## src/rtl/hazard_scoreboard.sv

```systemverilog
// Per-register pending-write scoreboard with decode stall/bubble control.
// Each counter holds the cycles left before its result is usable.
module hazard_scoreboard #(
    parameter int NUM_REGS  = 32,
    parameter int RA_W      = 5,
    parameter int CNT_W     = 3,
    parameter int FWD_EN    = 1,
    parameter int NOFWD_LAT = 3
) (
    input  logic                clk,
    input  logic                rst,
    input  logic                dec_valid,
    input  logic [RA_W-1:0]     dec_rs1,
    input  logic [RA_W-1:0]     dec_rs2,
    input  logic                dec_use_rs1,
    input  logic                dec_use_rs2,
    input  logic [RA_W-1:0]     dec_rd,
    input  logic                dec_rd_we,
    input  logic [CNT_W-1:0]    dec_lat,
    input  logic                flush,
    input  logic                ext_stall,
    input  logic                stat_clr,
    output logic                pc_en,
    output logic                if_id_en,
    output logic                bubble_sel,
    output logic [NUM_REGS-1:0] busy,
    output logic [15:0]         stall_cnt
);

    logic [NUM_REGS-1:0][CNT_W-1:0] cnt;
    logic [NUM_REGS-1:0][CNT_W-1:0] nxt;
    logic [CNT_W-1:0]               eff_lat;
    logic [CNT_W-1:0]               load_val;
    logic [CNT_W-1:0]               dec_v;
    logic                           hazard;
    logic                           issue;
    logic                           wr_hit;

    always_comb begin
        for (int r = 0; r < NUM_REGS; r++) begin
            busy[r] = (cnt[r] != '0);
        end
    end

    assign eff_lat = (FWD_EN != 0) ? dec_lat : CNT_W'(NOFWD_LAT);

    // The issue cycle itself counts as the first latency cycle.
    assign load_val = eff_lat - CNT_W'(1);

    assign hazard = dec_valid & ~flush &
                    ((dec_use_rs1 & busy[dec_rs1]) |
                     (dec_use_rs2 & busy[dec_rs2]));

    assign pc_en      = ~hazard & ~ext_stall;
    assign if_id_en   = ~hazard & ~ext_stall;
    assign bubble_sel = (hazard | (flush & dec_valid)) & ~ext_stall;

    assign issue  = dec_valid & ~hazard & ~flush & ~ext_stall;
    assign wr_hit = issue & dec_rd_we & (dec_rd != '0) &
                    (eff_lat != '0);

    always_comb begin
        nxt   = cnt;
        dec_v = '0;
        for (int r = 1; r < NUM_REGS; r++) begin
            dec_v  = (cnt[r] != '0) ? cnt[r] - CNT_W'(1) : '0;
            nxt[r] = dec_v;
            if (wr_hit && dec_rd == RA_W'(r) && load_val > dec_v) begin
                nxt[r] = load_val;
            end
        end
        nxt[0] = '0;
    end

    always_ff @(posedge clk or posedge rst) begin
        if (rst) begin
            cnt <= '0;
        end else if (!ext_stall) begin
            cnt <= nxt;
        end
    end

    always_ff @(posedge clk or posedge rst) begin
        if (rst) begin
            stall_cnt <= '0;
        end else if (stat_clr) begin
            stall_cnt <= '0;
        end else if (hazard && !ext_stall && stall_cnt != 16'hFFFF) begin
            stall_cnt <= stall_cnt + 16'd1;
        end
    end

endmodule

```

## config.mk

```make
export PLATFORM = sky130hd
export DESIGN_NAME = hazard_scoreboard
export DESIGN_NICKNAME = d
export VERILOG_FILES = /design/src/rtl/hazard_scoreboard.sv
export SDC_FILE = /design/constraint.sdc
export NUM_CORES = 1
export LEC_CHECK = 0
export ABC_CLOCK_PERIOD_IN_PS = 3300
export CORE_ASPECT_RATIO = 0.9
export CORE_MARGIN = 4
export CORE_UTILIZATION = 44
export CTS_CLUSTER_DIAMETER = 120
export DETAILED_ROUTE_END_ITERATION = 16
export GPL_TIMING_DRIVEN = 0
export PLACE_DENSITY = 0.74
export SETUP_SLACK_MARGIN = 0.05
export SLEW_MARGIN = 5
export SYNTH_ARGS = -nofsm -noshare
export SYNTH_HDL_FRONTEND = slang
export SYNTH_SLANG_ARGS = --single-unit
```

## constraint.sdc

```tcl
create_clock -name clk -period 3.3 [get_ports clk]
set_input_delay 0.66 -clock clk [delete_from_list [all_inputs] [get_ports clk]]
set_output_delay 0.66 -clock clk [all_outputs]
set_load 0.05 [all_outputs]
```

# Word-level counts from Yosys, hierarchy flattened
# Cells that the tools add are included.
[word_totals]
wordCells = 315
out_inout_bits = 51
ff_bits = 109
in_bits = 27
[classes]
muxes = 68
eq_ne = 32
addsub = 33
n_reduce_logical = 99
magnitude_cmp = 33
n_bitwise = 18
[ops]
columns = ["op", "count"]
rows = [
  ["$mux 3", 62],
  ["$reduce_bool 3->1", 32],
  ["$sub 3x1->3 const B", 32],
  ["$gt 3x3->1", 31],
  ["$eq 5x5->1 const B", 16],
  ["$logic_and 1x1->1", 64],
  ["$eq 5x4->1 const B", 8],
  ["$mux 16", 2],
  ["$eq 5x3->1 const B", 4],
  ["$add 16x1->16 const B", 1],
  ["$ne 16x16->1 const B", 1],
  ["$and 1x1->1", 13],
  ["$lt 5x6->1 const B", 2],
  ["$bmux 1 s5", 2],
  ["$eq 5x2->1 const B", 2],
  ["$eq 5x1->1 const B", 1],
  ["$reduce_bool 5->1", 1],
  ["$not 1->1", 3],
  ["$mux 1", 2],
  ["$or 1x1->1", 2],
  ["$reduce_bool 2->1", 1],
  ["$logic_not 1->1", 1],
]

# Depth between registers and ports, before layout
[depth]
ltp_word = 16
mapped_depth = 12
mapped_depth_nobuf = 11

# Least setup slack after synthesis
# No wires, ideal clock.
[synth_path]
kind = "register to output"
start = "reg cnt[69] (netlist bit)"
end = "out pc_en"
path_slack_ns = -1.111
path_buffers = 3
stages_incl_launch_ff = 10
required_ns = 2.640
arrival_ns = 3.751
cell_sequence = "dfrtp_1 > buf_2 > or3_1 > mux4_2 > o311a_1 > o211ai_2 > nand2_1 > clkbuf_1 > a31oi_1 > buf_4"
[synth_between]
elab_chain_len = 8
word_cells_on_any_way = 11
classes_between = "4 x mux; 6 x bitwise; 1 x reduce/logical"
[synth_rtl]
columns = ["item", "line_no", "rtl"]
rows = [
  ["from (decl)", "30", "logic [NUM_REGS-1:0][CNT_W-1:0] cnt;"],
  ["from (signal assigned)", "79", "cnt <= nxt;"],
  ["$reduce_bool 3->1 *", "41", "busy[r] = (cnt[r] != '0);"],
  ["net busy[23]", "26", "output logic [NUM_REGS-1:0] busy,"],
  ["$bmux 1 s5 (on tied branches)", "51, 52", ""],
  ["$mux 1 (on tied branches)", "51, 52", ""],
  ["$and 1x1->1 (on tied branches)", "51, 52", ""],
  ["$or 1x1->1 *", "51", "((dec_use_rs1 & busy[dec_rs1]) |"],
  ["$and 1x1->1 *", "50", "assign hazard = dec_valid & ~flush &"],
  ["$not 1->1 *", "-", ""],
  ["$and 1x1->1 *", "-", ""],
  ["to (decl)", "23", "output logic pc_en,"],
]
# The timed path passes the listed nets; every way through them passes the cells marked *. The select of a mux whose other input is x is not followed.

# Worst setup path in the final report
[layout_path]
start = "reg cnt[57] (netlist bit)"
end = "out bubble_sel"
[layout_between]
elab_chain_len = 8
word_cells_on_any_way = 11
classes_between = "4 x mux; 6 x bitwise; 1 x reduce/logical"
[layout_rtl]
columns = ["item", "line_no", "rtl"]
rows = [
  ["$reduce_bool 3->1 *", "41", ""],
  ["$bmux 1 s5 (on tied branches)", "51, 52", ""],
  ["$mux 1 (on tied branches)", "51, 52", ""],
  ["$and 1x1->1 (on tied branches)", "51, 52", ""],
  ["$or 1x1->1 *", "51", ""],
  ["$and 1x1->1 *", "50", ""],
  ["$or 1x1->1 *", "56", "assign bubble_sel = (hazard | (flush & dec_valid)) & ~ext_stall;"],
  ["$and 1x1->1 *", "56", ""],
  ["to (decl)", "25", "output logic bubble_sel,"],
]
# Every way passes the cells marked *; elsewhere a longest branch is shown, timed or not. The select of a mux whose other input is x is not followed.

==> impl_metrics.json <==
{
  "grt-ovfl-total": 0,
  "rsz0062_at_grt": "yes",
  "grt_usage_pct": 28.29,
  "worst_r2r_endpoint": "cnt[30]$_DFFE_PP0N_",
  "finalHoldViolations": 0,
  "die_x_microns": 163.4,
  "grt_pass1_wl_microns": 53610,
  "maxCapViolCount": 0,
  "synth_edf_count": 0,
  "p_leak_nw": 5.675,
  "hold_class": "in2async",
  "numCtsBuffers": 9,
  "cp-start-kind": "flop",
  "dp_hpwl_microns": 22370,
  "fin_ws_ns": -0.4162,
  "dr.first_iter.drc_count": 1327,
  "reg2reg_depth": 13,
  "cts_tree": "yes",
  "fmax_ghz": 0.2691,
  "fin_skew_ns": 0.01086,
  "holdWs_ns": 0.5323,
  "synthFlopType": "dfrtp_1",
  "synth_seq_area_share_pct": 28.54,
  "synth_nets": 1251,
  "synth_cells": 1128,
  "worst_setup_path_end_kind": "output pin",
  "cts_hold_buf": 0,
  "critPathArrivalTime_ns": 3.06,
  "path_max_fanout": 5,
  "clk_pin_slew_ns": 0.08,
  "cts_root_buffer": "clkbuf_16",
  "clkSinkCount": 109,
  "final_nets": 1452,
  "dp_cells": 1491,
  "antenna_left": 0,
  "synth.distinct_cells": 70,
  "die-area_sq_um": 24150,
  "worstPathRequired_ns": 2.64,
  "diodes": 0,
  "critPathLaunch": "cnt[57]$_DFFE_PP0N_",
  "syn_area_per_cell_sq_um": 8.473,
  "slew_headroom_pct": 27.07,
  "ir_drop_mv": 0.4179,
  "num_rows": 50,
  "initial_core_util_pct": 45.34,
  "htree_levels": 3,
  "rrSetupSlack_ns": -0.15,
  "grt_max_degree": 38,
  "die_h_microns": 147.8,
  "worst_pin_slew_ns": 1.090,
  "clock_path_buffers": 2,
  "min_period_ns": 3.716,
  "wl_microns": 35970,
  "status": "finished, violations left",
  "grt_antenna_before_repair": 0,
  "drive_gt1_share_pct": 23.76,
  "fp.coreArea_sq_um": 21080,
  "drv_slew": 0,
  "area_growth_pct": 36.86,
  "yosysWarnings": 0,
  "power_mw": 6.034,
  "vias": 10534,
  "gp_congestion": 0.9165,
  "vias_per_cell": 6.502,
  "worstSkewPairLatency_ns": 0.38,
  "r2r-start": "cnt[57]$_DFFE_PP0N_",
  "wire_per_inst_microns": 22.20,
  "route.detailed.drc": 0,
  "setup_viol": 39,
  "setup.worst_path.class": "reg2out",
  "ioPinCount": 78,
  "power_density_nw_per_um2": 461.3,
  "stdcell_count": 1620,
  "synth_seq_cells": 109,
  "failed_checks": "negative setup slack",
  "dr.pass1.iters": 6,
  "post-route-period-util_pct": 112.6,
  "io_buffers": 73,
  "first_global_vias": 9647,
  "synth_area_sq_um": 9558,
  "synthArstFlopShare_pct": 100.0
}
==> worst max-delay path by stage <==
stage / endpoint / cells past startpoint
after floorplan: pc_en / 9
after global placement: cnt[6]$_DFFE_PP0N_ / 13
after detailed placement: pc_en / 11
after CTS: bubble_sel / 9
after global routing: bubble_sel / 9
final: bubble_sel / 9
==> sequential cells by signal, summed over array words and instances, names as in the netlist <==
signal	cells
cnt	93
stall_cnt	16
==> area by class of cell <==
type                            count  area, sq um
Fill cell                        1755         8001
Multi-Input combinational cell    902         7104
Sequential cell                   109         2741
Timing Repair Buffer              196         1934
Buffer                             54        380.4
Tap cell                          286        357.8
Clock buffer                        9        225.2
Inverter                           56        224.0
Clock inverter                      7        106.4
Timing Repair inverter              1        7.507
==> cell usage in the layout (no fill, tap or decap), drive strengths merged, types with 32 or more instances in the layout <==
master	count
a21o	41
a21oi	85
a221o	37
buf	139
clkbuf	52
clkdlybuf4s50	61
dfrtp	109
ha	96
inv	55
nand2	93
nand3	32
nor2	109
nor3	48
nor4	34
o21ai	49
==> critical path, cell delays in order, from the launching register on <==
cell     delay, ns
dfrtp_2       0.44
or3_4         0.41
mux4_2        0.47
or3_4         0.35
o311a_4       0.13
o211a_1       0.16
buf_12        0.14
buf_12        0.12
o311a_4       0.30
buf_8         0.15
==> cells in the mapped netlist (all sizes together) (3+ instances only) <==
| cell | number | area, sq um |
|---|---|---|
| dfrtp | 109 | 2728 |
| nor2 | 109 | 411.7 |
| ha | 96 | 1201 |
| nand2 | 93 | 349.1 |
| a21oi | 85 | 425.4 |
| inv | 56 | 210.2 |
| clkbuf | 50 | 187.7 |
| o21ai | 49 | 245.2 |
| nor3 | 48 | 290.3 |
| a21o | 41 | 307.8 |
| a221o | 37 | 370.4 |
| nor4 | 34 | 324.1 |
| nand3 | 32 | 160.2 |
| or3 | 24 | 165.2 |
| mux2i | 18 | 180.2 |
| nor3b | 18 | 135.1 |
| a211o | 17 | 148.9 |
| and3 | 17 | 106.4 |
| o211ai | 17 | 132.6 |
| a311oi | 16 | 140.1 |
| a31oi | 16 | 100.1 |
| buf | 12 | 78.82 |
| mux2 | 12 | 135.1 |
| and2 | 11 | 68.82 |
| nand2b | 11 | 68.82 |
| nand4 | 11 | 68.82 |
| a21boi | 9 | 67.56 |
| nor2b | 7 | 43.79 |
| nor4b | 6 | 67.56 |
| a211oi | 5 | 37.54 |
| mux4 | 5 | 112.6 |
| o2111ai | 4 | 35.03 |
| o22ai | 4 | 25.02 |
| xor2 | 4 | 35.03 |
| a22oi | 3 | 22.52 |
| a311o | 3 | 30.03 |
| o211a | 3 | 30.03 |
| o311a | 3 | 30.03 |
| o31ai | 3 | 22.52 |
| xnor2 | 3 | 26.28 |
==> stage by stage <==
step | worst slack [ns] | instance area [sq um] | TNS (ns) | utilization (%)
floorplan | -0.2031 | 9832 | -2.869 | -
global route | -0.4403 | 13080 | -6.572 | 62.05
detailed placement | -2.006 | 11000 | -154.88 | 52.15
global placement | -3.328 | 10920 | -312.68 | 51.80
CTS | -0.4292 | 12180 | -1.982 | 57.77
finish | -0.4162 | 13080 | -3.816 | 62.05
==> layer usage <==
metal | part of all wire (%) | global-route usage, % | vias up
met5 | 0 | 0 | -
met4 | 5.5 | 11.82 | 0
met3 | 11 | 6.524 | 161
met2 | 45 | 43.86 | 644
met1 | 39 | 38.12 | 5059
li1 | - | - | 4670
==> kinds of logic after synthesis <==
group | count (synthesis) | synth area share (%)
flops | 109 | 28.54
simple gates | 433 | 24.73
fa+ha+maj | 96 | 12.57
compound gates | 329 | 24.02
xor+xnor | 7 | 0.6415
other cells | 1 | 0.03923
mux | 35 | 4.477
buf+inv | 118 | 4.987
==> repair_timing <==
item / CTS / global route
endpoints found under the setup margin: 112 / 93
resized for setup: 112 / 98
cloned: 3 / 1
buffers inserted: 52 / 66
pin swaps: 28 / 46
==> report_power, final <==
| part | switching [mW] | total [mW] | internal [mW] |
|---|---|---|---|
| registers | 0.230 | 1.75 | 1.52 |
| logic | 1.72 | 3.00 | 1.28 |
| clock network | 0.600 | 1.28 | 0.680 |
No activity file was read; power rests on OpenSTA's default activity.
